[src/rtl/match_sequencer.sv]
// match_sequencer: N-player artillery match controller. Runs the turn order,
// launches throws, applies damage, skips eliminated players, draws a per-turn
// wind value from an 8-bit LFSR and declares the winner.
module match_sequencer #(
    parameter int N_PLAYERS      = 2,
    parameter int HP_W           = 7,
    parameter int HP_INIT        = 100,
    parameter int WIND_W         = 3,
    parameter int FLIGHT_TIMEOUT = 600000
) (
    input  logic                          clk60MHz,
    input  logic                          rst_n,
    input  logic                          start,
    input  logic                          throw_req,
    input  logic [3:0]                    power,
    input  logic                          hit_valid,
    input  logic [$clog2(N_PLAYERS)-1:0]  hit_target,
    input  logic [HP_W-1:0]               hit_damage,
    output logic                          throw_go,
    output logic [3:0]                    throw_power,
    output logic [$clog2(N_PLAYERS)-1:0]  turn,
    output logic [7:0]                    turn_count,
    output logic [WIND_W-1:0]             wind,
    output logic [N_PLAYERS*HP_W-1:0]     hp,
    output logic [N_PLAYERS-1:0]          alive,
    output logic                          game_over,
    output logic [$clog2(N_PLAYERS)-1:0]  winner
);
    localparam int PW = $clog2(N_PLAYERS);
    localparam int TW = $clog2(FLIGHT_TIMEOUT + 1);
    localparam logic [HP_W-1:0] HP_START     = HP_W'(HP_INIT);
    localparam logic [TW-1:0]   TIMEOUT_LAST = TW'(FLIGHT_TIMEOUT - 1);

    typedef enum logic [2:0] {IDLE, AIM, FLIGHT, RESOLVE, NEXT, OVER} state_t;

    state_t               state;
    state_t               state_next;
    logic [7:0]           lfsr;
    logic [7:0]           lfsr_step;
    logic [TW-1:0]        flight_cnt;
    logic [HP_W-1:0]      hp_arr [N_PLAYERS];
    logic [N_PLAYERS-1:0] alive_from_hp;
    int                   alive_count;
    logic [PW-1:0]        lowest_alive;
    logic [PW-1:0]        next_turn;
    logic [PW-1:0]        cand;
    logic                 turn_found;
    logic                 target_in_range;
    logic                 hit_applies;
    logic [HP_W-1:0]      target_hp;
    logic [HP_W-1:0]      hp_after_hit;

    for (genvar g = 0; g < N_PLAYERS; g++) begin : g_hp_pack
        assign hp[g*HP_W +: HP_W] = hp_arr[g];
    end

    assign lfsr_step = {lfsr[6:0], lfsr[7] ^ lfsr[5] ^ lfsr[4] ^ lfsr[3]};

    // Damage of the current hit, floored at zero; only live, in-range targets take it
    always_comb begin
        target_in_range = int'(hit_target) < N_PLAYERS;
        target_hp       = target_in_range ? hp_arr[hit_target] : '0;
        hit_applies     = target_in_range && alive[hit_target];
        hp_after_hit    = (target_hp > hit_damage) ? (target_hp - hit_damage) : '0;
    end

    // Survivors as seen from the current HP: mask, head count and lowest index
    always_comb begin
        alive_from_hp = '0;
        alive_count   = 0;
        lowest_alive  = '0;
        for (int i = N_PLAYERS - 1; i >= 0; i--) begin
            if (hp_arr[PW'(i)] != '0) begin
                alive_from_hp[PW'(i)] = 1'b1;
                alive_count           = alive_count + 1;
                lowest_alive          = PW'(i);
            end
        end
    end

    // Next living player after the current one, searching upward with wrap-around
    always_comb begin
        next_turn  = turn;
        turn_found = 1'b0;
        cand       = '0;
        for (int i = 1; i < N_PLAYERS; i++) begin
            cand = PW'((int'(turn) + i) % N_PLAYERS);
            if (!turn_found && alive[cand]) begin
                next_turn  = cand;
                turn_found = 1'b1;
            end
        end
    end

    // State register
    always_ff @(posedge clk60MHz or negedge rst_n) begin
        if (!rst_n) begin
            state <= IDLE;
        end else begin
            state <= state_next;
        end
    end

    // Next-state decision; a hit wins over a simultaneous timeout
    always_comb begin
        state_next = state;
        case (state)
            IDLE, OVER: if (start) state_next = AIM;
            AIM:        if (throw_req) state_next = FLIGHT;
            FLIGHT:     if (hit_valid || flight_cnt == TIMEOUT_LAST) state_next = RESOLVE;
            RESOLVE:    state_next = (alive_count <= 1) ? OVER : NEXT;
            NEXT:       state_next = AIM;
            default:    state_next = IDLE;
        endcase
    end

    // Match datapath: HP, alive mask, turn bookkeeping, wind and launch pulse
    always_ff @(posedge clk60MHz or negedge rst_n) begin
        if (!rst_n) begin
            throw_go    <= 1'b0;
            throw_power <= '0;
            turn        <= '0;
            turn_count  <= '0;
            wind        <= '0;
            alive       <= '0;
            game_over   <= 1'b0;
            winner      <= '0;
            lfsr        <= 8'hA5;
            flight_cnt  <= '0;
            hp_arr      <= '{default: '0};
        end else begin
            throw_go <= 1'b0;
            case (state)
                IDLE, OVER: begin
                    if (start) begin
                        hp_arr     <= '{default: HP_START};
                        alive      <= '1;
                        turn       <= '0;
                        turn_count <= '0;
                        game_over  <= 1'b0;
                        lfsr       <= lfsr_step;
                        wind       <= lfsr_step[WIND_W-1:0];
                    end
                end
                AIM: begin
                    if (throw_req) begin
                        throw_power <= power;
                        throw_go    <= 1'b1;
                        flight_cnt  <= '0;
                    end
                end
                FLIGHT: begin
                    if (hit_valid) begin
                        if (hit_applies) begin
                            hp_arr[hit_target] <= hp_after_hit;
                        end
                    end else begin
                        flight_cnt <= flight_cnt + 1'b1;
                    end
                end
                RESOLVE: begin
                    alive <= alive_from_hp;
                    if (alive_count <= 1) begin
                        game_over <= 1'b1;
                        winner    <= lowest_alive;
                    end
                end
                NEXT: begin
                    turn <= next_turn;
                    if (turn_count != 8'hFF) begin
                        turn_count <= turn_count + 1'b1;
                    end
                    lfsr <= lfsr_step;
                    wind <= lfsr_step[WIND_W-1:0];
                end
                default: begin
                end
            endcase
        end
    end

endmodule

[config.mk]
export PLATFORM = sky130hd
export DESIGN_NAME = match_sequencer
export DESIGN_NICKNAME = d
export VERILOG_FILES = /design/src/rtl/match_sequencer.sv
export SDC_FILE = /design/constraint.sdc
export NUM_CORES = 1
export LEC_CHECK = 0
export ABC_AREA = 1
export CORE_ASPECT_RATIO = 1.75
export CORE_MARGIN = 4
export CORE_UTILIZATION = 50
export CTS_BUF_LIST = sky130_fd_sc_hd__clkbuf_16
export CTS_CLUSTER_DIAMETER = 150
export DETAILED_ROUTE_END_ITERATION = 6
export GPL_ROUTABILITY_DRIVEN = 0
export HOLD_SLACK_MARGIN = 0.1
export PLACE_DENSITY = 0.76
export RECOVER_POWER = 100
export SETUP_SLACK_MARGIN = 0.2
export SKIP_CTS_REPAIR_TIMING = 1
export SKIP_LAST_GASP = 1
export SLEW_MARGIN = 20
export SYNTH_ARGS = -nofsm -noshare
export SYNTH_HDL_FRONTEND = slang
export SYNTH_SLANG_ARGS = --single-unit
[constraint.sdc]
create_clock -name clk60MHz -period 1.9 [get_ports clk60MHz]
set_clock_uncertainty 0.1 [all_clocks]
set_input_delay 0.38 -clock clk60MHz [delete_from_list [all_inputs] [get_ports clk60MHz]]
set_output_delay 0.38 -clock clk60MHz [all_outputs]
set_load 0.005 [all_outputs]
==> summary.json, run 1 <==
{
  "run_status": {
    "run_status": "finished with violations",
    "failed_checks": "setup timing"
  },
  "power": {
    "pwr_density_cell_nw_per_um2": 1166,
    "static_leak_uw": 0.002766,
    "ir_drop_uv": 729.3,
    "fin_total_pwr_uw": 6427
  },
  "sta": {
    "timing.final.max_slew_violations": 0,
    "layout_worst_path_cycle_share_pct": 105.6,
    "setup-violations-final": 12,
    "maxClockFrequency_mhz": 498.5,
    "layout_setup_ws_ps": -105.8,
    "finalSetupTns_ps": -539.9,
    "finalHoldViolations": 0,
    "period_minus_slack_ps": 2006,
    "max_slew.worst_pin.slew_ps": 881.8,
    "maxSlewHeadroom_pct": 41.21,
    "grt_setup_unrepaired": "true",
    "whs_ps": 377.9
  },
  "clocking": {
    "cts_sink_count": 64,
    "htree_levels": 3,
    "clockBufferDepth": 2,
    "clk_latency_ps": 330,
    "clock_tree.root_cell": "clkbuf_16",
    "numCtsBuffers": 9,
    "cts_clk_pin_slew_worst_paths_ps": 50,
    "tritoncts": "yes"
  },
  "synth": {
    "ys_seq_area_share_pct": 40.68,
    "syn-instance-count": 548,
    "synth.cell_area_sq_um": 3949,
    "synth.lib_cells_used.distinct": 39,
    "syn_avg_cell_area_sq_um": 7.206,
    "async_flop_share_pct": 100.0,
    "synth-edff-count": 0,
    "synth_seq_cells": 64,
    "synthesis.yosys.warnings": 0,
    "syn-num-nets": 578,
    "dominantRegCellSynth": "dfrtp_1"
  },
  "global_routing": {
    "maximum_number_of_pins_on_one_net_before_global_route_repair": 65,
    "number_of_global_route_vias_before_repair": 4058,
    "grt_use_total_pct": 24.74,
    "antenna_found_initial": 0,
    "grt_pass1_wl_microns": 18190,
    "grt-ovfl-total": 0
  },
  "critical_path": {
    "crit_path_cell_trace": "clkdlybuf4s50_1, inv_1, ha_4, nand2_1, buf_4, nor2_1, nand2_1, nand3_2, nand2_1, nand2_1, nor2_1, nor2_1, nor2_1",
    "critical_path.reg2reg.endpoint": "hp[12]$_DFFE_PN0P_",
    "reg2reg_depth": 13,
    "worst-endpoint-required_ps": 2020,
    "cp_max_fo": 4,
    "critical_path.n_buffers_inverters": 3,
    "timing.critical_path.to_type": "register",
    "worst_ep_arrival_time_ps": 2120,
    "crit_family": "simple AND/OR/NAND/NOR gates",
    "timing.rr.start": "hp[8]$_DFFE_PN0P_",
    "critPathSlowestCell": "clkdlybuf4s50_1",
    "reg2reg_slack_ps": -100,
    "max_stage_delay_ps": 490,
    "critical_path.startpoint_type": "input port",
    "crit_type": "input port to register"
  },
  "layout": {
    "drive_gt1_share_pct": 23.13,
    "most_common_library_cell_in_the_layout_ignoring_fill_and_taps": "nand2_1",
    "nets": 695,
    "antenna_diodes": 0,
    "design_area_final_sq_um": 5514,
    "most-common-layout-cells": "nand2_1 (173), inv_1 (65), dfrtp_1 (54)",
    "area_growth_pct": 39.64
  },
  "route": {
    "routed_wirelength_microns": 11570,
    "drt-pass1-iter-count": 5,
    "detail-route-antenna-nets": 0,
    "drt_iter0_drc": 322,
    "vias_per_cell": 5.459,
    "drc": 0,
    "route.detailed.wl_per_inst_microns": 15.27,
    "vias": 4138
  },
  "die": {
    "die_w_microns": 75.18,
    "floorplan.io_pins": 52,
    "coreArea_sq_um": 7620,
    "die_area_sq_um": 9440,
    "initial_utilization_pct": 51.82,
    "dieHeight_microns": 125.6,
    "floorplan.rows": 42
  },
  "run": {
    "max_cap_violations": 0
  },
  "placed_design": {
    "dpl_cell_area_sq_um": 4900,
    "place_hpwl_microns": 8237,
    "dpl_worst_slack_ps": -803.7,
    "placement.io_buffers": 50
  },
  "worst_hold_path": {
    "hold-path-cell-count": 2,
    "worstHoldPathType": "register to register",
    "hold_path_startpoint": "throw_power[1]$_DFFE_PN0P_",
    "worst_hold_path.endpoint": "throw_power[1]$_DFFE_PN0P_"
  }
}
## report_power, final
group          switching [uW]  internal [uW]
Clock                     577            993
Sequential                246           1730
Combinational            1620           1260
## routing by layer
metal / GRT usage, % / wire length [microns] / up-vias
met3: 4.337 / 496 / 53
li1: - / - / 1971
met5: 0 / 0 / -
met2: 43.83 / 6450 / 157
met4: 13.90 / 685 / 0
met1: 26.28 / 3940 / 1957
## synthesized netlist by cell type (all sizes together), types with 4 or more instances
cell   instances  area share [%]
a21oi         18             2.3
buf            8             1.7
dfrtp         60              38
dfstp          4             2.7
ha            12             3.8
inv           71             6.7
nand2        196              20
nand3         31             4.5
nand4         24             3.8
nor2          66             6.6
o21ai         26             3.3
xnor2          6             1.3
xor2           5             1.1
## worst max path at each step
stage / startpoint / end / cells past startpoint
detailed placement: hit_target / hp[10]$_DFFE_PN0P_ / 14
CTS: hit_target / hp[10]$_DFFE_PN0P_ / 14
finish: hit_damage[4] / hp[12]$_DFFE_PN0P_ / 13
global route: hp[8]$_DFFE_PN0P_ / hp[12]$_DFFE_PN0P_ / 13
global placement: hit_target / hp[10]$_DFFE_PN0P_ / 14
floorplan: hit_target / hp[11]$_DFFE_PN0P_ / 10
## kinds of logic (layout without fill, tap and decap cells)
| group | after synthesis | in the layout | synth area share (%) |
|---|---|---|---|
| adders and majority gates | 13 | 13 | 4.309 |
| and+or+nand+nor | 325 | 325 | 36.12 |
| xor gates and xnor gates | 11 | 11 | 2.440 |
| other | 1 | 1 | 0.09497 |
| muxes | 2 | 2 | 0.5386 |
| buffers and inverters | 81 | 203 | 8.682 |
| AOI/OAI and AO/OA | 51 | 51 | 7.130 |
| DFF | 64 | 64 | 40.68 |
## final cells by class
type | count | area [sq um]
Sequential cell | 64 | 1614
Fill cell | 556 | 2106
Clock buffer | 9 | 225.2
Clock inverter | 7 | 57.56
Multi-Input combinational cell | 403 | 2212
Inverter | 71 | 285.3
Tap cell | 88 | 110.1
Timing Repair Buffer | 116 | 1010
## stage by stage
stage | util, % | instances
floorplan | - | 548
global placement | 64.30 | 721
detailed placement | 64.30 | 721
CTS | 68.01 | 737
global route | 72.36 | 758
finish | 72.36 | 758
## flip-flops by register name (all words and copies together), names as in the netlist
name,cells
game_over,1
throw_go,1
state,3
hp,14
flight_cnt,20
turn,1
alive,2
turn_count,8
wind,3
lfsr,7
throw_power,4
## worst register-to-register path, cell delays in order, from the launching register on
cell and delay (ps):
dfrtp_1 410, or2_4 250, o21ai_4 70, inv_2 60, ha_4 260, nand2_2 50, nor2_1 120, nand2_1 120
nand3_2 100, nand2_1 60, nand2_1 90, nor2_1 50, nor2_1 90, nor2_1 50
Note: power is estimated with default switching activity, not from simulation.
==> inputs of run 2 (changes only) <==
--- a/config.mk
+++ b/config.mk
@@ -16,7 +16,8 @@
 export HOLD_SLACK_MARGIN = 0.1
 export PLACE_DENSITY = 0.76
 export RECOVER_POWER = 100
-export SETUP_SLACK_MARGIN = 0.2
+export REMOVE_ABC_BUFFERS = 1
+export SETUP_SLACK_MARGIN = 0.4
 export SKIP_CTS_REPAIR_TIMING = 1
 export SKIP_LAST_GASP = 1
 export SLEW_MARGIN = 20
==> constraint.sdc (replaced) <==
create_clock -name clk60MHz -period 1.9 [get_ports clk60MHz]
set_clock_uncertainty 0.1 [all_clocks]
set_input_delay 0.38 -clock clk60MHz [delete_from_list [all_inputs] [get_ports clk60MHz]]
set_output_delay 0.38 -clock clk60MHz [all_outputs]
set_load 0.1 [all_outputs]
==> run 2 against run 1 <==
Compared with the run above:
- the flow still finishes with violations (setup timing)
- global-route usage increased by 0.50 points
- maximum frequency fell by 14%
- critical endpoint is now hp[6]$_DFFE_PN0P_
- utilization increased by 7.1 points
- cell count grew 2.2%
==> summary.json, run 2 (same netlist as run 1, synthesis figures left out) <==
{
  "run_status": {
    "run_status": "finished with violations",
    "failed_checks": "setup timing"
  },
  "clocking": {
    "numCtsBuffers": 9,
    "clockBufferDepth": 2,
    "clock_tree.root_cell": "clkbuf_16",
    "cts_sink_count": 64,
    "cts_clk_pin_slew_worst_paths_ps": 60,
    "htree_levels": 3,
    "clk_latency_ps": 350,
    "tritoncts": "yes"
  },
  "sta": {
    "whs_ps": 392.8,
    "finalSetupTns_ps": -5403,
    "maxClockFrequency_mhz": 429.8,
    "setup-violations-final": 23,
    "finalHoldViolations": 0,
    "grt_setup_unrepaired": "true",
    "layout_setup_ws_ps": -426.5,
    "layout_worst_path_cycle_share_pct": 122.4,
    "max_slew.worst_pin.slew_ps": 641.6,
    "timing.final.max_slew_violations": 0,
    "maxSlewHeadroom_pct": 57.23,
    "period_minus_slack_ps": 2327
  },
  "global_routing": {
    "grt_pass1_wl_microns": 18230,
    "antenna_found_initial": 0,
    "maximum_number_of_pins_on_one_net_before_global_route_repair": 29,
    "grt-ovfl-total": 0,
    "number_of_global_route_vias_before_repair": 4197,
    "grt_use_total_pct": 25.23
  },
  "placed_design": {
    "place.detailed.instances": 723,
    "placement.io_buffers": 50,
    "place_hpwl_microns": 8565,
    "dpl_worst_slack_ps": -870.4
  },
  "die": {
    "die_area_sq_um": 9440,
    "floorplan.io_pins": 52,
    "initial_utilization_pct": 51.82,
    "coreArea_sq_um": 7620,
    "dieHeight_microns": 125.6,
    "die_w_microns": 75.18,
    "floorplan.rows": 42
  },
  "route": {
    "detail-route-antenna-nets": 0,
    "vias_per_cell": 6.347,
    "route.detailed.wl_per_inst_microns": 23.17,
    "drc": 0,
    "routed_wirelength_microns": 17960,
    "vias": 4919,
    "drt-pass1-iter-count": 6,
    "drt_iter0_drc": 624
  },
  "power": {
    "clock_power_share_pct": 16.7,
    "sw_pwr_uw": 4832,
    "power.internal_uw": 4349,
    "static_leak_uw": 0.002933,
    "seq_power_share_pct": 22.7,
    "pwr_density_cell_nw_per_um2": 1516,
    "power.share.combinational_pct": 60.6,
    "power_switching_share_pct": 52.63,
    "ir_drop_uv": 1352,
    "fin_total_pwr_uw": 9181
  },
  "critical_path": {
    "critical_path.reg2reg.endpoint": "hp[6]$_DFFE_PN0P_",
    "reg2reg_depth": 11,
    "worst_ep_arrival_time_ps": 2460,
    "critical_path.startpoint_type": "register",
    "crit_type": "register to register",
    "timing.critical_path.to": "hp[6]$_DFFE_PN0P_",
    "timing.critical_path.to_type": "register",
    "worst-endpoint-required_ps": 2030,
    "reg2reg_slack_ps": -430,
    "cp-startpoint": "hp[13]$_DFFE_PN0P_",
    "cp_max_fo": 5,
    "timing.rr.start": "hp[13]$_DFFE_PN0P_"
  },
  "layout": {
    "drive_gt1_share_pct": 39.45,
    "regMostFlops": "flight_cnt",
    "most_common_library_cell_in_the_layout_ignoring_fill_and_taps": "nand2_1",
    "area_growth_pct": 53.33,
    "nets": 712,
    "antenna_diodes": 0,
    "most-common-layout-cells": "nand2_1 (157), inv_1 (59), dfrtp_1 (57)",
    "largest_reg_flops": 20,
    "layout_cells_excl_fill": 775
  },
  "worst_hold_path": {
    "worstHoldPathType": "register to register"
  },
  "run": {
    "max_cap_violations": 0
  }
}
## run 2: critical path, cell delays in order (launching register included)
cell,delay (ps)
dfrtp_1,400
nand2_1,130
nand2_1,160
ha_1,390
nand2_2,160
inv_2,90
a21oi_4,270
nand2_4,130
nand2_8,130
nor2_4,50
nor2_1,130
nor2_1,70
## run 2: per-layer routing
layer  up-vias  GRT usage [%]  share of wire (%)  wire length [microns]
met5         -              0                  0                      0
met2       423          44.04                 51                   9118
li1       2019              -                  -                      -
met3       183          5.141                7.7                   1386
met4         0          17.92                 11                   2023
met1      2294          25.15                 30                   5428
## run 2: metrics by stage
step                area [sq um]  utilization [%]
floorplan                   3872                -
global placement            5184            68.03
detailed placement          5184            68.03
CTS                         5458            71.63
global route                6055            79.46
finish                      6055            79.46
## run 2: cell type report
class	count	area, sq um
clock buffers	9	225.2
clock inverters	7	48.80
flip-flops and latches	64	1610
multi-input cells	404	2616
fillers	399	1565
inverters	71	280.3
repair buffers	132	1164
well taps	88	110.1
## run 2: worst min path at each step
stage	from	endpoint	slack, ps	cells past startpoint
CTS	rst_n	flight_cnt[11]$_DFFE_PN0P_	-50	1
global route	throw_power[3]$_DFFE_PN0P_	throw_power[3]$_DFFE_PN0P_	420	2
finish	throw_power[3]$_DFFE_PN0P_	throw_power[3]$_DFFE_PN0P_	390	2
detailed placement	rst_n	flight_cnt[11]$_DFFE_PN0P_	310	1
global placement	rst_n	flight_cnt[7]$_DFFE_PN0P_	300	1
floorplan	rst_n	alive[0]$_DFFE_PN0P_	-20	0
## run 2: power groups by stage
stage,logic (uW),clock network (uW),registers [uW]
after floorplan,1410,0,3420
after global placement,4540,0,2050
after detailed placement,4630,0,2060
after CTS,4670,1510,2050
after global routing,5840,1600,2120
final,5560,1530,2090
==> inputs of run 3 (changes only) <==
--- a/config.mk
+++ b/config.mk
@@ -8,13 +8,12 @@
 export ABC_AREA = 1
 export CORE_ASPECT_RATIO = 1.75
 export CORE_MARGIN = 4
-export CORE_UTILIZATION = 50
+export CORE_UTILIZATION = 60
 export CTS_BUF_LIST = sky130_fd_sc_hd__clkbuf_16
 export CTS_CLUSTER_DIAMETER = 150
 export DETAILED_ROUTE_END_ITERATION = 6
-export GPL_ROUTABILITY_DRIVEN = 0
 export HOLD_SLACK_MARGIN = 0.1
-export PLACE_DENSITY = 0.76
+export PLACE_DENSITY = 0.86
 export RECOVER_POWER = 100
 export REMOVE_ABC_BUFFERS = 1
 export SETUP_SLACK_MARGIN = 0.4
==> constraint.sdc (replaced) <==
create_clock -name clk60MHz -period 3 [get_ports clk60MHz]
set_clock_uncertainty 0.1 [all_clocks]
set_input_delay 0.6 -clock clk60MHz [delete_from_list [all_inputs] [get_ports clk60MHz]]
set_output_delay 0.6 -clock clk60MHz [all_outputs]
set_load 0.1 [all_outputs]
==> run 3 against run 2 <==
Compared with the run above:
- the run ends with DRC, capacitance limit, slew limit left
- worst setup slack better by 830 ps
- combinational power decreased by 61%
- wire length decreased by 43%
- global-route usage is 1.9 points higher
- hold slack got worse by 11 ps
- utilization shrank 7.4 points
- non-clock buffer count decreased by 77
==> summary.json, run 3 (same netlist as run 1, synthesis figures left out) <==
{
  "worst_hold_path": {
    "worstHoldPathType": "register to register",
    "hold-path-cell-count": 2
  },
  "route": {
    "drt_iter0_drc": 325,
    "drt-pass1-iter-count": 7,
    "drc": 14,
    "routed_wirelength_microns": 10260,
    "vias_per_cell": 5.591,
    "route.detailed.wl_per_inst_microns": 14.90,
    "detail-route-antenna-nets": 0,
    "vias": 3852
  },
  "sta": {
    "setup-violations-final": 0,
    "finalSetupTns_ps": 0,
    "timing.final.max_slew_violations": 31,
    "finalHoldViolations": 0,
    "period_minus_slack_ps": 2594,
    "maxSlewHeadroom_pct": -1.176,
    "maxClockFrequency_mhz": 385.5,
    "layout_worst_path_cycle_share_pct": 86.46,
    "grt_setup_unrepaired": "false",
    "max_slew.worst_pin.slew_ps": 1518
  },
  "power": {
    "power.share.combinational_pct": 48.0,
    "seq_power_share_pct": 28.1,
    "ir_drop_uv": 765.5,
    "fin_total_pwr_uw": 4568,
    "power_switching_share_pct": 51.14,
    "clock_power_share_pct": 23.9,
    "power.internal_uw": 2232,
    "pwr_density_cell_nw_per_um2": 1002,
    "sw_pwr_uw": 2336,
    "static_leak_uw": 0.002229
  },
  "layout": {
    "layout.core_utilization_pct": 72.06,
    "drive_gt1_share_pct": 7.225,
    "layout_cells_excl_fill": 689,
    "area_growth_pct": 15.40,
    "most-common-layout-cells": "nand2_1 (189), inv_1 (69), nor2_1 (62)",
    "regMostFlops": "flight_cnt",
    "most_common_library_cell_in_the_layout_ignoring_fill_and_taps": "nand2_1",
    "antenna_diodes": 0,
    "nets": 634,
    "largest_reg_flops": 20,
    "design_area_final_sq_um": 4557
  },
  "critical_path": {
    "worst-endpoint-required_ps": 3130,
    "critical_path.reg2reg.endpoint": "flight_cnt[11]$_DFFE_PN0P_",
    "reg2reg_slack_ps": 440,
    "timing.rr.start": "state[2]$_DFFE_PN0P_",
    "worst_ep_arrival_time_ps": 2720,
    "reg2reg_depth": 8,
    "timing.critical_path.to_type": "register",
    "critical_path.startpoint_type": "input port",
    "timing.critical_path.to": "hp[5]$_DFFE_PN0P_",
    "cp_max_fo": 3,
    "cp-startpoint": "hit_target",
    "crit_type": "input port to register"
  },
  "placed_design": {
    "gp_congestion": 0.9254,
    "place_hpwl_microns": 7602,
    "place.detailed.instances": 673,
    "dpl_cell_area_sq_um": 4433,
    "placement.io_buffers": 50
  },
  "clocking": {
    "cts_clk_pin_slew_worst_paths_ps": 50,
    "tritoncts": "yes",
    "numCtsBuffers": 9,
    "clk_latency_ps": 330,
    "htree_levels": 3,
    "clock_tree.root_cell": "clkbuf_16",
    "cts_sink_count": 64,
    "clockBufferDepth": 2
  },
  "global_routing": {
    "grt-ovfl-total": 0,
    "antenna_found_initial": 0,
    "grt_pass1_wl_microns": 17300,
    "grt_use_total_pct": 27.15,
    "number_of_global_route_vias_before_repair": 3917,
    "maximum_number_of_pins_on_one_net_before_global_route_repair": 36
  },
  "die": {
    "die_w_microns": 69.33,
    "die_area_sq_um": 7994,
    "coreArea_sq_um": 6324,
    "dieHeight_microns": 115.3,
    "floorplan.rows": 38,
    "initial_utilization_pct": 62.45,
    "floorplan.io_pins": 52
  },
  "run": {
    "max_cap_violations": 1
  },
  "run_status": {
    "run_status": "finished with violations",
    "failed_checks": "DRC, capacitance limit, slew limit"
  }
}
==> run 3: changes by cell type in the layout (fill, tap and decap cells not counted), moves of 17 or more <==
| cell | previous run | this run |
|---|---|---|
| buf_4 | 45 | 2 |
| buf_6 | 25 | 0 |
| clkbuf_1 | 3 | 37 |
| clkbuf_2 | 18 | 1 |
| nand2_1 | 157 | 189 |
| nand2_2 | 24 | 5 |
| nor2_1 | 34 | 62 |
| nor2_4 | 19 | 0 |
==> run 3: cell type report <==
cell class / instances / area [sq um]
flip-flops and latches: 64 / 1607
inverters: 71 / 266.5
well taps: 80 / 100.1
clock inverters: 7 / 87.58
clock buffers: 9 / 225.2
repair buffers: 55 / 309.0
multi-input cells: 403 / 1962
fillers: 536 / 1767
==> run 3: per-layer routing <==
metal	share of wire, %	vias to the layer above	global-route usage [%]
li1	-	1857	-
met1	36	1775	27.80
met2	52	161	47.77
met3	4.8	59	5.337
met4	6.9	0	21.77
met5	0	-	0
==> run 3: per-stage QoR <==
stage / hold slack, ps / worst slack [ps]
after floorplan: 204.4 / 505.6
after global placement: 365.4 / 161.3
after detailed placement: 374.0 / 70.85
after CTS: 219.8 / 397.4
after global routing: 417.1 / 204.9
final: 381.5 / 406.2
==> run 3: how the worst min path moves through the flow <==
stage | endpoint | slack (ps) | startpoint
after floorplan | alive[0]$_DFFE_PN0P_ | 200 | rst_n
after global placement | throw_power[1]$_DFFE_PN0P_ | 370 | throw_power[1]$_DFFE_PN0P_
after detailed placement | throw_power[3]$_DFFE_PN0P_ | 370 | throw_power[3]$_DFFE_PN0P_
after CTS | flight_cnt[8]$_DFFE_PN0P_ | 220 | rst_n
after global routing | game_over$_DFFE_PN0P_ | 420 | game_over$_DFFE_PN0P_
final | throw_power[3]$_DFFE_PN0P_ | 380 | throw_power[3]$_DFFE_PN0P_
==> run 3: power by group through the flow <==
| stage | sequential, uW | clock (uW) | combinational, uW |
|---|---|---|---|
| after floorplan | 2170 | 0 | 894 |
| after CTS | 1290 | 1100 | 2360 |
| after global routing | 1320 | 1150 | 2360 |
| after detailed placement | 1290 | 0 | 2330 |
| after global placement | 1280 | 0 | 2290 |
| final | 1280 | 1090 | 2190 |
==> run 3: worst max-delay path, cell delays in order <==
cell,delay [ps]
clkdlybuf4s50_1,480
inv_1,50
or2_2,260
o21ai_0,150
inv_1,90
ha_1,300
nand2_1,70
nor2_1,120
nand3_1,150
a21boi_0,170
nand2_1,100
nand2_1,60
nand2_1,70
inv_1,40
==> RTL change 1: new RTL, config.mk and constraints of run 1 <==
Change the parameter `N_PLAYERS` from 2 to 4.
--- a/src/rtl/match_sequencer.sv
+++ b/src/rtl/match_sequencer.sv
@@ -4,3 +4,3 @@
 module match_sequencer #(
-    parameter int N_PLAYERS      = 2,
+    parameter int N_PLAYERS      = 4,
     parameter int HP_W           = 7,
Interface: changed (5 resized); port bits go from 52 to 71. No check against the original RTL was run, so the function may have changed too.
==> RTL change 1 against run 1 <==
The flow still finishes with violations (setup timing); design area rose by 38%; critical path depth up 2; non-clock buffer count increased by 97; area after synthesis increased by 19%; setup slack got worse by 0.43 ns; via count is 41% higher; wire length up 67%; total power is 48% higher; sequential cell count grew 15.
==> RTL change 1: results (changes against run 1) <==
The wire length per cell was 19.79 um (+30%). The pin count of the biggest net entering global routing is 55 (-15%). The met1 track utilization from global routing came out at 28.25% (+2.0 points). The number of endpoints failing setup at the final stage is 29 (+17). The worst IR drop on VDD came out at 0.0009247 V (+27%). The number of distinct standard cells referenced by the synthesized netlist was 44 (+13%). Following the worst setup path forward leads to its endpoint at hp[11]. The share of total power in sequential cells was 24.0% (-6.8 points).

The final-layout setup total negative slack is -13.73 ns (-13.19 ns). The transition time at the pin with the least slew margin came out at 0.8817 ns (-0.0001207 ns). The kind of cell adding the most delay to the critical path is buffers and inverters. The worst-case setup margin in the final layout came out at -0.5396 ns (-0.4337 ns).

The critical-path maximum fanout came out at 7 (+3). The count of vias placed by the detailed router is 5,819 (+41%). The reported clock group power came to 1.90 mW (+21%). The fraction of the yosys area taken by sequential cells is 42.11% (+1.4 points). The reported leakage power is 3.923 nW (+42%). The number of nets in the layout came to 881 (+27%). The quantity of I/O buffers inserted on ports came out at 67 (+34%). The critical register-to-register path startpoint is hp[22]. The placed cell count came out at 888 (+23%). The layout cell share with drive strength beyond 1 came out at 35.63% (+12 points). The run finished, with violations left. The global-route track usage on met2 came out at 49.36% (+5.5 points). The post-detailed-route via-to-cell ratio is 5.962 (+9.2%). The final reports fail on setup timing.

The slowest stage cell on the critical path is sky130_fd_sc_hd__fa_2. The maximum single-stage delay on the critical path came out at 0.44 ns (-0.05 ns). The destination of the worst register-to-register timing path is hp[14]. The total global-route track usage came to 27.90% (+3.2 points). The number of global-route vias before repair came out at 5,012 (+24%). After synthesis, the most frequently instantiated cells are sky130_fd_sc_hd__nand2_1 (221), sky130_fd_sc_hd__inv_1 (78), sky130_fd_sc_hd__dfrtp_1 (75).

The met3 track demand over resource in global routing came out at 4.775% (+0.44 points). The number of iterations in the first detailed-routing pass came out at 6 (+1). The depth of the worst register-to-register path was 15 (+2). The number of DRC markers after the initial detailed-route iteration came out at 663 (+110%). The power spent charging and discharging nets came out at 4.052 mW (+66%). The synthesized instance count came out at 638 (+16%). The clock-pin slew reported for the worst setup and hold paths after clock tree synthesis was 0.07 ns (+0.02 ns). The number of flip-flops in the largest register came out at 28 (+40%).
## RTL change 1: cell types whose count changed in the layout (fill, tap and decap cells not counted), sizes merged, moves of 5 or more
cell | before | now
a22oi | 0 | 5
buf | 56 | 134
clkdlybuf4s25 | 12 | 19
clkdlybuf4s50 | 24 | 19
dfrtp | 60 | 75
dlymetal6s2s | 12 | 26
inv | 73 | 84
nand2 | 196 | 225
nand3b | 1 | 7
nand4 | 24 | 18
nor2 | 66 | 53
nor3 | 3 | 20
o21ai | 26 | 45
## RTL change 1: metrics by stage
step | power (mW) | hold WS, ns | setup WS [ns] | area (sq um)
final | 9.508 | 0.2598 | -0.5396 | 7595
after CTS | 7.808 | -0.2798 | -0.9739 | 6444
after global placement | 5.802 | 0.08307 | -1.240 | 6122
after floorplan | 4.207 | -0.01559 | -0.1578 | 4787
after detailed placement | 5.910 | 0.08307 | -1.271 | 6122
after global routing | 9.908 | 0.2951 | -0.6076 | 7595
## RTL change 1: logic make-up (layout without fill, tap and decap cells)
| family | count (synthesis) | count (layout) | share of synthesized area [%] |
|---|---|---|---|
| adders and majority gates | 12 | 12 | 3.349 |
| xor gates and xnor gates | 10 | 10 | 1.861 |
| and+or+nand+nor | 363 | 363 | 34.77 |
| AOI/OAI and AO/OA | 76 | 76 | 9.251 |
| other | 1 | 3 | 0.07967 |
| DFF | 79 | 79 | 42.11 |
| buffers and inverters | 97 | 313 | 8.586 |
## RTL change 1: area by class of cell
class	count	area, sq um
multi-input cells	464	2907
repair buffers	213	1886
fillers	477	1556
clock inverters	7	96.34
inverters	84	339.1
flip-flops and latches	79	1992
well taps	120	150.1
clock buffers	9	225.2
## RTL change 1: layer usage
layer,vias up,part of all wire (%),wire [um]
met5,-,0,0
li1,2477,-,-
met3,150,7.5,1447
met4,0,8.7,1678
met2,456,52,10010
met1,2736,32,6183
==> RTL change 2: new RTL, config.mk and constraints of run 1 <==
Made on the original files. Register the inputs `start`, `throw_req`, `power`, `hit_valid`, `hit_target` and `hit_damage` before use, cleared by the reset. The logic sees them one clock later.
--- a/src/rtl/match_sequencer.sv
+++ b/src/rtl/match_sequencer.sv
@@ -35,2 +35,27 @@
 
+    logic start_q;
+    logic throw_req_q;
+    logic [3:0] power_q;
+    logic hit_valid_q;
+    logic [$clog2(N_PLAYERS)-1:0] hit_target_q;
+    logic [HP_W-1:0] hit_damage_q;
+
+    always_ff @(posedge clk60MHz or negedge rst_n) begin
+        if (!rst_n) begin
+            start_q      <= '0;
+            throw_req_q  <= '0;
+            power_q      <= '0;
+            hit_valid_q  <= '0;
+            hit_target_q <= '0;
+            hit_damage_q <= '0;
+        end else begin
+            start_q      <= start;
+            throw_req_q  <= throw_req;
+            power_q      <= power;
+            hit_valid_q  <= hit_valid;
+            hit_target_q <= hit_target;
+            hit_damage_q <= hit_damage;
+        end
+    end
+
     state_t               state;
@@ -60,6 +85,6 @@
     always_comb begin
-        target_in_range = int'(hit_target) < N_PLAYERS;
-        target_hp       = target_in_range ? hp_arr[hit_target] : '0;
-        hit_applies     = target_in_range && alive[hit_target];
-        hp_after_hit    = (target_hp > hit_damage) ? (target_hp - hit_damage) : '0;
+        target_in_range = int'(hit_target_q) < N_PLAYERS;
+        target_hp       = target_in_range ? hp_arr[hit_target_q] : '0;
+        hit_applies     = target_in_range && alive[hit_target_q];
+        hp_after_hit    = (target_hp > hit_damage_q) ? (target_hp - hit_damage_q) : '0;
     end
@@ -107,5 +132,5 @@
         case (state)
-            IDLE, OVER: if (start) state_next = AIM;
-            AIM:        if (throw_req) state_next = FLIGHT;
-            FLIGHT:     if (hit_valid || flight_cnt == TIMEOUT_LAST) state_next = RESOLVE;
+            IDLE, OVER: if (start_q) state_next = AIM;
+            AIM:        if (throw_req_q) state_next = FLIGHT;
+            FLIGHT:     if (hit_valid_q || flight_cnt == TIMEOUT_LAST) state_next = RESOLVE;
             RESOLVE:    state_next = (alive_count <= 1) ? OVER : NEXT;
@@ -134,3 +159,3 @@
                 IDLE, OVER: begin
-                    if (start) begin
+                    if (start_q) begin
                         hp_arr     <= '{default: HP_START};
@@ -145,4 +170,4 @@
                 AIM: begin
-                    if (throw_req) begin
-                        throw_power <= power;
+                    if (throw_req_q) begin
+                        throw_power <= power_q;
                         throw_go    <= 1'b1;
@@ -152,5 +177,5 @@
                 FLIGHT: begin
-                    if (hit_valid) begin
+                    if (hit_valid_q) begin
                         if (hit_applies) begin
-                            hp_arr[hit_target] <= hp_after_hit;
+                            hp_arr[hit_target_q] <= hp_after_hit;
                         end
Formal check against the unedited RTL: not equivalent (Yosys sat finds a counterexample within 4 cycles, from zero or initial values and one cycle with rst_n low).
==> RTL change 2 against run 1 <==
The flow still finishes with violations (setup timing); design area up 4.7%; combinational power increased by 3%; count of clock-buffer cells in the layout stayed put; sequential power grew 18%; setup slack worse by 0.019 ns; sequential cell count is 15 higher; critical path depth unchanged; area after synthesis increased by 8.8%; first-iteration DRC count fell by 3.4%; cell count increased by 3.3%; total power grew 12%; wire length decreased by 4.4%; largest power group unchanged.
==> RTL change 2: results (changes against run 1) <==
The xor/xnor share of the synthesized area is 2.038% (-0.40 points). The met3 wirelength from detailed routing is 438 um (-12%). The reported leakage power came to 2.843 nW (+2.8%).

The fraction of the mapped netlist area in adder cells came to 3.959% (-0.35 points). In the post-synthesis netlist, the biggest area contributors are sky130_fd_sc_hd__dfrtp_1 (44%), sky130_fd_sc_hd__nand2_1 (15%), sky130_fd_sc_hd__inv_1 (6.5%). The logic gate share of total power is 41.5% (-3.3 points). For this design, the slowest cell found on the critical path is sky130_fd_sc_hd__dfrtp_2. The quantity of I/O buffers inserted on ports came out at 50 (unchanged). The number of iterations in the first detailed-routing pass came to 4 (-1).

The checks that failed: setup timing. The worst-case setup margin in the final layout is -0.1252 ns (-0.01933 ns). The layout cell share with drive strength beyond 1 was 22.46% (-0.68 points).

The final-layout setup total negative slack is -1.024 ns (-0.4839 ns). The maximum single-stage delay on the critical path came to 0.43 ns (-0.06 ns). The critical-path maximum fanout is 6 (+2). Tracing the worst setup path back leads to its startpoint at hit_target_q. The number of distinct standard cells referenced by the synthesized netlist is 34 (-13%). The total global-route track usage came out at 20.67% (-4.1 points). The mux contribution to synthesized area is 0.3493% (-0.19 points). The count of vias placed by the detailed router is 4,027 (-2.7%). The global-route wire length before repair came out at 16.84 mm (-7.4%). The number of nets in the layout was 693 (-0.29%).

The worst setup slack after placement is -0.2928 ns (+0.5109 ns). The power density normalized to cell area is 1241 nW/um^2 (+6.5%). The clock-pin slew reported for the worst setup and hold paths after clock tree synthesis came out at around 0.060 ns. The area fraction in compound gates after synthesis is 5.910% (-1.2 points).

The run finished, with violations left. The fraction of the yosys area taken by sequential cells came out at 46.11% (+5.4 points). The post-layout instance count excluding filler cells is 783 (+3.3%).

The final antenna diode count came to 0 (unchanged). The detailed-route wire length on metal 1 was 4.104 mm (+4.2%). The number of global-route vias before repair was 3,916 (-3.5%). The post-detailed-placement cell area is 5059 sq um (+3.2%).

The number of DRC markers after the initial detailed-route iteration was 311 (-3.4%). The synthesized instance count is 558 (+1.8%). The worst max-slew margin expressed relative to the limit came out at 42.95% (+1.7 points). The number of endpoints failing setup at the final stage came out at 15 (+3).

The placed cell count is 737 (+2.2%). The reported clock group power came to 1.86 mW (+18%). The number of nets in the synthesized netlist came out at 588 (+1.7%). The wire length per cell came to 14.13 um (-7.4%).

Grouping stages by cell kind, the critical path spends the most delay in adder cells. The critical path data arrival time is 2.14 ns (+0.02 ns). The routed length on met2 came out at 5.936 mm (-8.0%).

The switching portion of total power is 37.08% (-0.87 points). The worst IR drop on VDD came out at 0.0008768 V (+20%).
[RTL change 2: layout make-up]
type	count	area (sq um)
Clock buffer	9	225.2
Timing Repair Buffer	103	904.6
Clock inverter	7	96.34
Fill cell	662	2594
Sequential cell	79	1991
Tap cell	115	143.9
Inverter	81	307.8
Multi-Input combinational cell	389	2106
[RTL change 2: routing by layer]
metal / GRT usage [%] / up-vias
met5: 0 / -
met4: 13.08 / 0
met3: 3.704 / 51
met2: 37.32 / 121
met1: 22.12 / 1898
li1: - / 1957
[RTL change 2: worst paths after layout]
check | end | slack [ns] | cells past startpoint
hold / removal | throw_power[1] | 0.35 | 2
max in group asynchronous | state[2] | 0.13 | 3
min in group asynchronous | hp[8] | 0.60 | 2
hold reg to reg | throw_power[1] | 0.35 | 2
setup / recovery | hp[13] | -0.13 | 13
setup reg to reg | hp[13] | -0.13 | 13
